==> src/rtl/mem_arbiter.sv <==
// Arbitrates I-cache fills and D-cache fills/write-backs onto one memory port.
// Define ARB_RR_EN for round-robin tie-break; default build is fixed D-over-I priority.
module mem_arbiter #(
  parameter int ADDR_W = 28,
  parameter int DATA_W = 128
) (
  input  logic              clk,
  input  logic              proc_reset,
  input  logic              I_read,
  input  logic [ADDR_W-1:0] I_addr,
  output logic [DATA_W-1:0] I_rdata,
  output logic              I_ready,
  input  logic              D_read,
  input  logic              D_write,
  input  logic [ADDR_W-1:0] D_addr,
  input  logic [DATA_W-1:0] D_wdata,
  output logic [DATA_W-1:0] D_rdata,
  output logic              D_ready,
  output logic              mem_read,
  output logic              mem_write,
  output logic [ADDR_W-1:0] mem_addr,
  output logic [DATA_W-1:0] mem_wdata,
  input  logic [DATA_W-1:0] mem_rdata,
  input  logic              mem_ready
);

  typedef enum logic [1:0] {IDLE, BUSY_I, BUSY_D, DONE} state_e;

  state_e              state_q, state_d;
  logic                served_d_q;
  logic                mask_q;
  logic                op_wr_q;
  logic [ADDR_W-1:0]   addr_q;
  logic [DATA_W-1:0]   wdata_q;
  logic [DATA_W-1:0]   i_rdata_q;
  logic [DATA_W-1:0]   d_rdata_q;
  logic                d_req, i_req, grant_d, grant_i;
`ifdef ARB_RR_EN
  logic                last_d_q;
`endif

  // The port served last stays masked for the IDLE cycle after DONE, while its cache drops the request.
  always_comb begin
    d_req = (D_read | D_write) & ~(mask_q & served_d_q);
    i_req = I_read & ~(mask_q & ~served_d_q);
`ifdef ARB_RR_EN
    grant_d = d_req & ~(i_req & last_d_q);
`else
    grant_d = d_req;
`endif
    grant_i = i_req & ~grant_d;
  end

  always_ff @(posedge clk) begin
    if (proc_reset) state_q <= IDLE;
    else            state_q <= state_d;
  end

  always_comb begin
    state_d = state_q;
    unique case (state_q)
      IDLE: begin
        if (grant_d)      state_d = BUSY_D;
        else if (grant_i) state_d = BUSY_I;
      end
      BUSY_I, BUSY_D: if (mem_ready) state_d = DONE;
      DONE:           state_d = IDLE;
      default:        state_d = IDLE;
    endcase
  end

  always_ff @(posedge clk) begin
    if (proc_reset) begin
      served_d_q <= 1'b0;
      mask_q     <= 1'b0;
      op_wr_q    <= 1'b0;
      addr_q     <= '0;
      wdata_q    <= '0;
      i_rdata_q  <= '0;
      d_rdata_q  <= '0;
`ifdef ARB_RR_EN
      last_d_q   <= 1'b0;
`endif
    end else begin
      mask_q <= (state_q == DONE);
      if (state_q == IDLE && (grant_d || grant_i)) begin
        served_d_q <= grant_d;
        addr_q     <= grant_d ? D_addr : I_addr;
        wdata_q    <= grant_d ? D_wdata : '0;
        op_wr_q    <= grant_d & D_write;
`ifdef ARB_RR_EN
        // Only a genuine tie moves the round-robin pointer.
        if (d_req && i_req) last_d_q <= grant_d;
`endif
      end
      if (mem_ready && state_q == BUSY_I)             i_rdata_q <= mem_rdata;
      if (mem_ready && state_q == BUSY_D && !op_wr_q) d_rdata_q <= mem_rdata;
    end
  end

  always_comb begin
    logic busy;
    busy      = (state_q == BUSY_I) || (state_q == BUSY_D);
    mem_read  = busy & ~op_wr_q;
    mem_write = busy & op_wr_q;
    mem_addr  = addr_q;
    mem_wdata = wdata_q;
    I_ready   = (state_q == DONE) & ~served_d_q;
    D_ready   = (state_q == DONE) & served_d_q;
    I_rdata   = i_rdata_q;
    D_rdata   = d_rdata_q;
  end

endmodule

==> config.mk <==
export PLATFORM = sky130hd
export DESIGN_NAME = mem_arbiter
export DESIGN_NICKNAME = d
export VERILOG_FILES = /design/src/rtl/mem_arbiter.sv
export SDC_FILE = /design/constraint.sdc
export NUM_CORES = 1
export LEC_CHECK = 0
export CAP_MARGIN = 20
export CORE_AREA = 4 4 284 286
export DETAILED_ROUTE_END_ITERATION = 8
export DIE_AREA = 0 0 288 290
export HOLD_SLACK_MARGIN = 0.05
export REMOVE_ABC_BUFFERS = 1
export SYNTH_ARGS = -nofsm -noshare
export SYNTH_HDL_FRONTEND = slang
export SYNTH_SLANG_ARGS = --single-unit
export TNS_END_PERCENT = 10
==> constraint.sdc <==
create_clock -name clk -period 1.53 [get_ports clk]
set_input_delay 0.306 -clock clk [delete_from_list [all_inputs] [get_ports clk]]
set_output_delay 0.306 -clock clk [all_outputs]
set_load 0.02 [all_outputs]
==> results.toml <==
[synth]
synthAdderAreaFrac = 0.00416
syn_area_sq_um = 15000
syn_inst = 1883
synth.ff_latch_count = 417
synth-compound-area-share = 0.215
synthArstFlopShare = 0
yosysWarnings = 0
synth_top_family_by_area = "compound AO/OA/AOI/OAI gates"
synth_edf_count = 0
synth-seq-area-share = 0.555
netlist_top_cells_count = "nand2_1 (702), dfxtp_1 (417), a21oi_1 (416), o21ai_0 (130), clkbuf_1 (107)"
synth-xor-area-share = 0
yosys_most_used_dff = "dfxtp_1"
synth_simple_gate_area_frac = 0.180
synth_top_area_share = 0.555
muxShareOfSynthArea = 0
synth_top_area_cell = "dfxtp_1"
ys_types = 29
synthTopCellsByArea = "dfxtp_1 (56%), nand2_1 (18%), a21oi_1 (14%), o21ai_0 (4.3%), clkbuf_1 (2.7%)"
yosysMostFrequentCell = "nand2_1"
avgSynthCellArea_sq_um = 7.98

[drt]
drc = 0
viasPerCell = 4.22
drt_wl_total_um = 66300
firstDrtPassIters = 5
initialDrtViolationCount = 707
vias = 15715
wl_per_cell_um = 17.8
drtAntennaViolNets = 0

[critical_path]
endpoint_kind = "primary output"
path_max_fanout = 3
cp_cell_sequence = "inv_4, ha_4, and2_4, buf_6"
cp_slowest_stage_delay_ns = 0.37
slowest_stage = "dfxtp_2"
cp.arrival_ns = 1.54
critPathKind = "register to primary output"
reg2reg_from = "state_q[0]"
startpoint = "state_q[1]"
cp.required_ns = 1.22
start_kind = "register"

[pwr]
leakagePower_nw = 11.8
p_per_area_nw_per_um2 = 1560
finalPower_w = 0.0395
ir_drop_mv = 0.972

[timing]
skew_ns = 0.0128
hold_viol = 0
timing.fmax_mhz = 541
period_share = 1.21
tightest_slew_ns = 0.405
fin_ws_ns = -0.318
rsz0062_at_grt = "yes"
slew_headroom = 0.730
period_minus_slack_ns = 1.85
drv_slew = 0
setup_violations = 184

[cells_and_area]
area_growth_pct = 68.3
layout-drive-gt1-share = 0.212
utilization = 0.323
nNetsFinal = 2957

[placement]
place_hpwl_um = 50100
pre_cts_ws_ns = -0.501
gp_congestion = 0.841
portBuffers = 733

[floorplanning]
initial_core_util = 0.192
die_h_um = 290
ios = 734
die_w_um = 288
die_area_sq_um = 83500
rows = 103
core-area_sq_um = 78400

[flow_run]
cap_violations = 0

[hold_path]
min-delay-start = "proc_reset"
min_path_type = "primary input to register"

[global_route]
grt_pass1_vias = 15165
track_usage = 0.148
grt_overflow_total = 0
antenna_found_initial = 3
grt_max_degree = 53
grt_pass1_wl_um = 96200

[clock_network]
cts-root-buf = "clkbuf_16"
htreeDepth = 2
path_clk_slew_ns = 0.06
ctsHoldBuffers = 0
clock_latency_ns = 0.58
cts_tree = "built"
cts-buffers-inserted = 48
clock_sinks = 417
cts_max_path_buffers = 3

[outcome]
failed_checks = "negative setup slack"
status = "finished with violations"
logic make-up (layout without fill, tap and decap cells):
kind of cell / count (synthesis) / after routing
simple gates: 713 / 713
compound gates: 586 / 586
flops: 417 / 417
buf+inv: 162 / 949
fa+ha+maj: 5 / 5
other cells: 0 / 1
power breakdown:
group | internal, W | switching [W] | leakage (nW)
clock network | 0.00666 | 0.00479 | 0.784
registers | 0.0126 | 0.000884 | 3.40
logic | 0.00599 | 0.00851 | 7.64
cell usage in the layout (no fill, tap or decap), types with 21 or more instances in the layout:
cell type / synthesis / layout
dlymetal6s2s_1: 0 / 122
a311oi_2: 20 / 21
buf_2: 31 / 254
dfxtp_1: 417 / 409
nand2_1: 702 / 700
clkbuf_16: 0 / 50
o21ai_0: 130 / 124
buf_12: 0 / 44
a21oi_1: 416 / 399
buf_4: 0 / 91
clkdlybuf4s50_1: 0 / 316
flip-flops by register name, indices dropped and copies added, names as in the netlist:
register    count
mask_q          1
state_q         2
I_rdata       128
D_rdata       128
served_d_q      1
mem_addr       28
op_wr_q         1
mem_wdata     128
stage by stage:
step	instance area, sq um	setup TNS (ns)	hold WS (ns)	cells
floorplan	14400	-1156.76	0.374	1725
global placement	24500	-145.11	0.441	3630
detailed placement	24500	-152.89	0.446	3630
CTS	25000	-71.57	0.161	3719
global route	25300	-34.99	0.192	3721
finish	25300	-9.90	0.222	3721
final timing paths:
path,endpoint,slack [ns],cells past startpoint
worst min register to register,I_rdata[65],0.45,2
worst min-delay path,mask_q,0.22,3
worst max register to register,D_rdata[39],-0.15,8
worst max-delay path,mem_write,-0.32,4
per-layer routing:
layer | track usage | wire (um) | vias to the layer above
met5 | 0 | 0 | -
met1 | 0.170 | 26100 | 7289
met3 | 0.0507 | 6230 | 90
met4 | 0.0413 | 1830 | 0
li1 | - | - | 7746
met2 | 0.259 | 32200 | 590
critical path: cells and delay by family, from the launching register on:
kind	cells	cell delay, ns
buffers and inverters	2	0.16
DFF	1	0.37
adders and majority gates	1	0.28
and+or+nand+nor	1	0.16
area by class of cell:
type / instances / area, sq um
diodes: 1 / 2.50
clock buffers: 68 / 1430
clock inverters: 18 / 136
fillers: 8455 / 53100
inverters: 4 / 20.0
multi-input cells: 1304 / 6160
flip-flops and latches: 417 / 8360
well taps: 1050 / 1310
repair buffers: 859 / 7880
repair_timing:
item / 4_1_cts / 5_1_grt
endpoints found under the setup margin: 701 / 573
pin swaps: 3 / 40
gates resized for setup: 1112 / 201
setup buffers: 3 / 1
No activity file was read; power rests on OpenSTA's default activity.
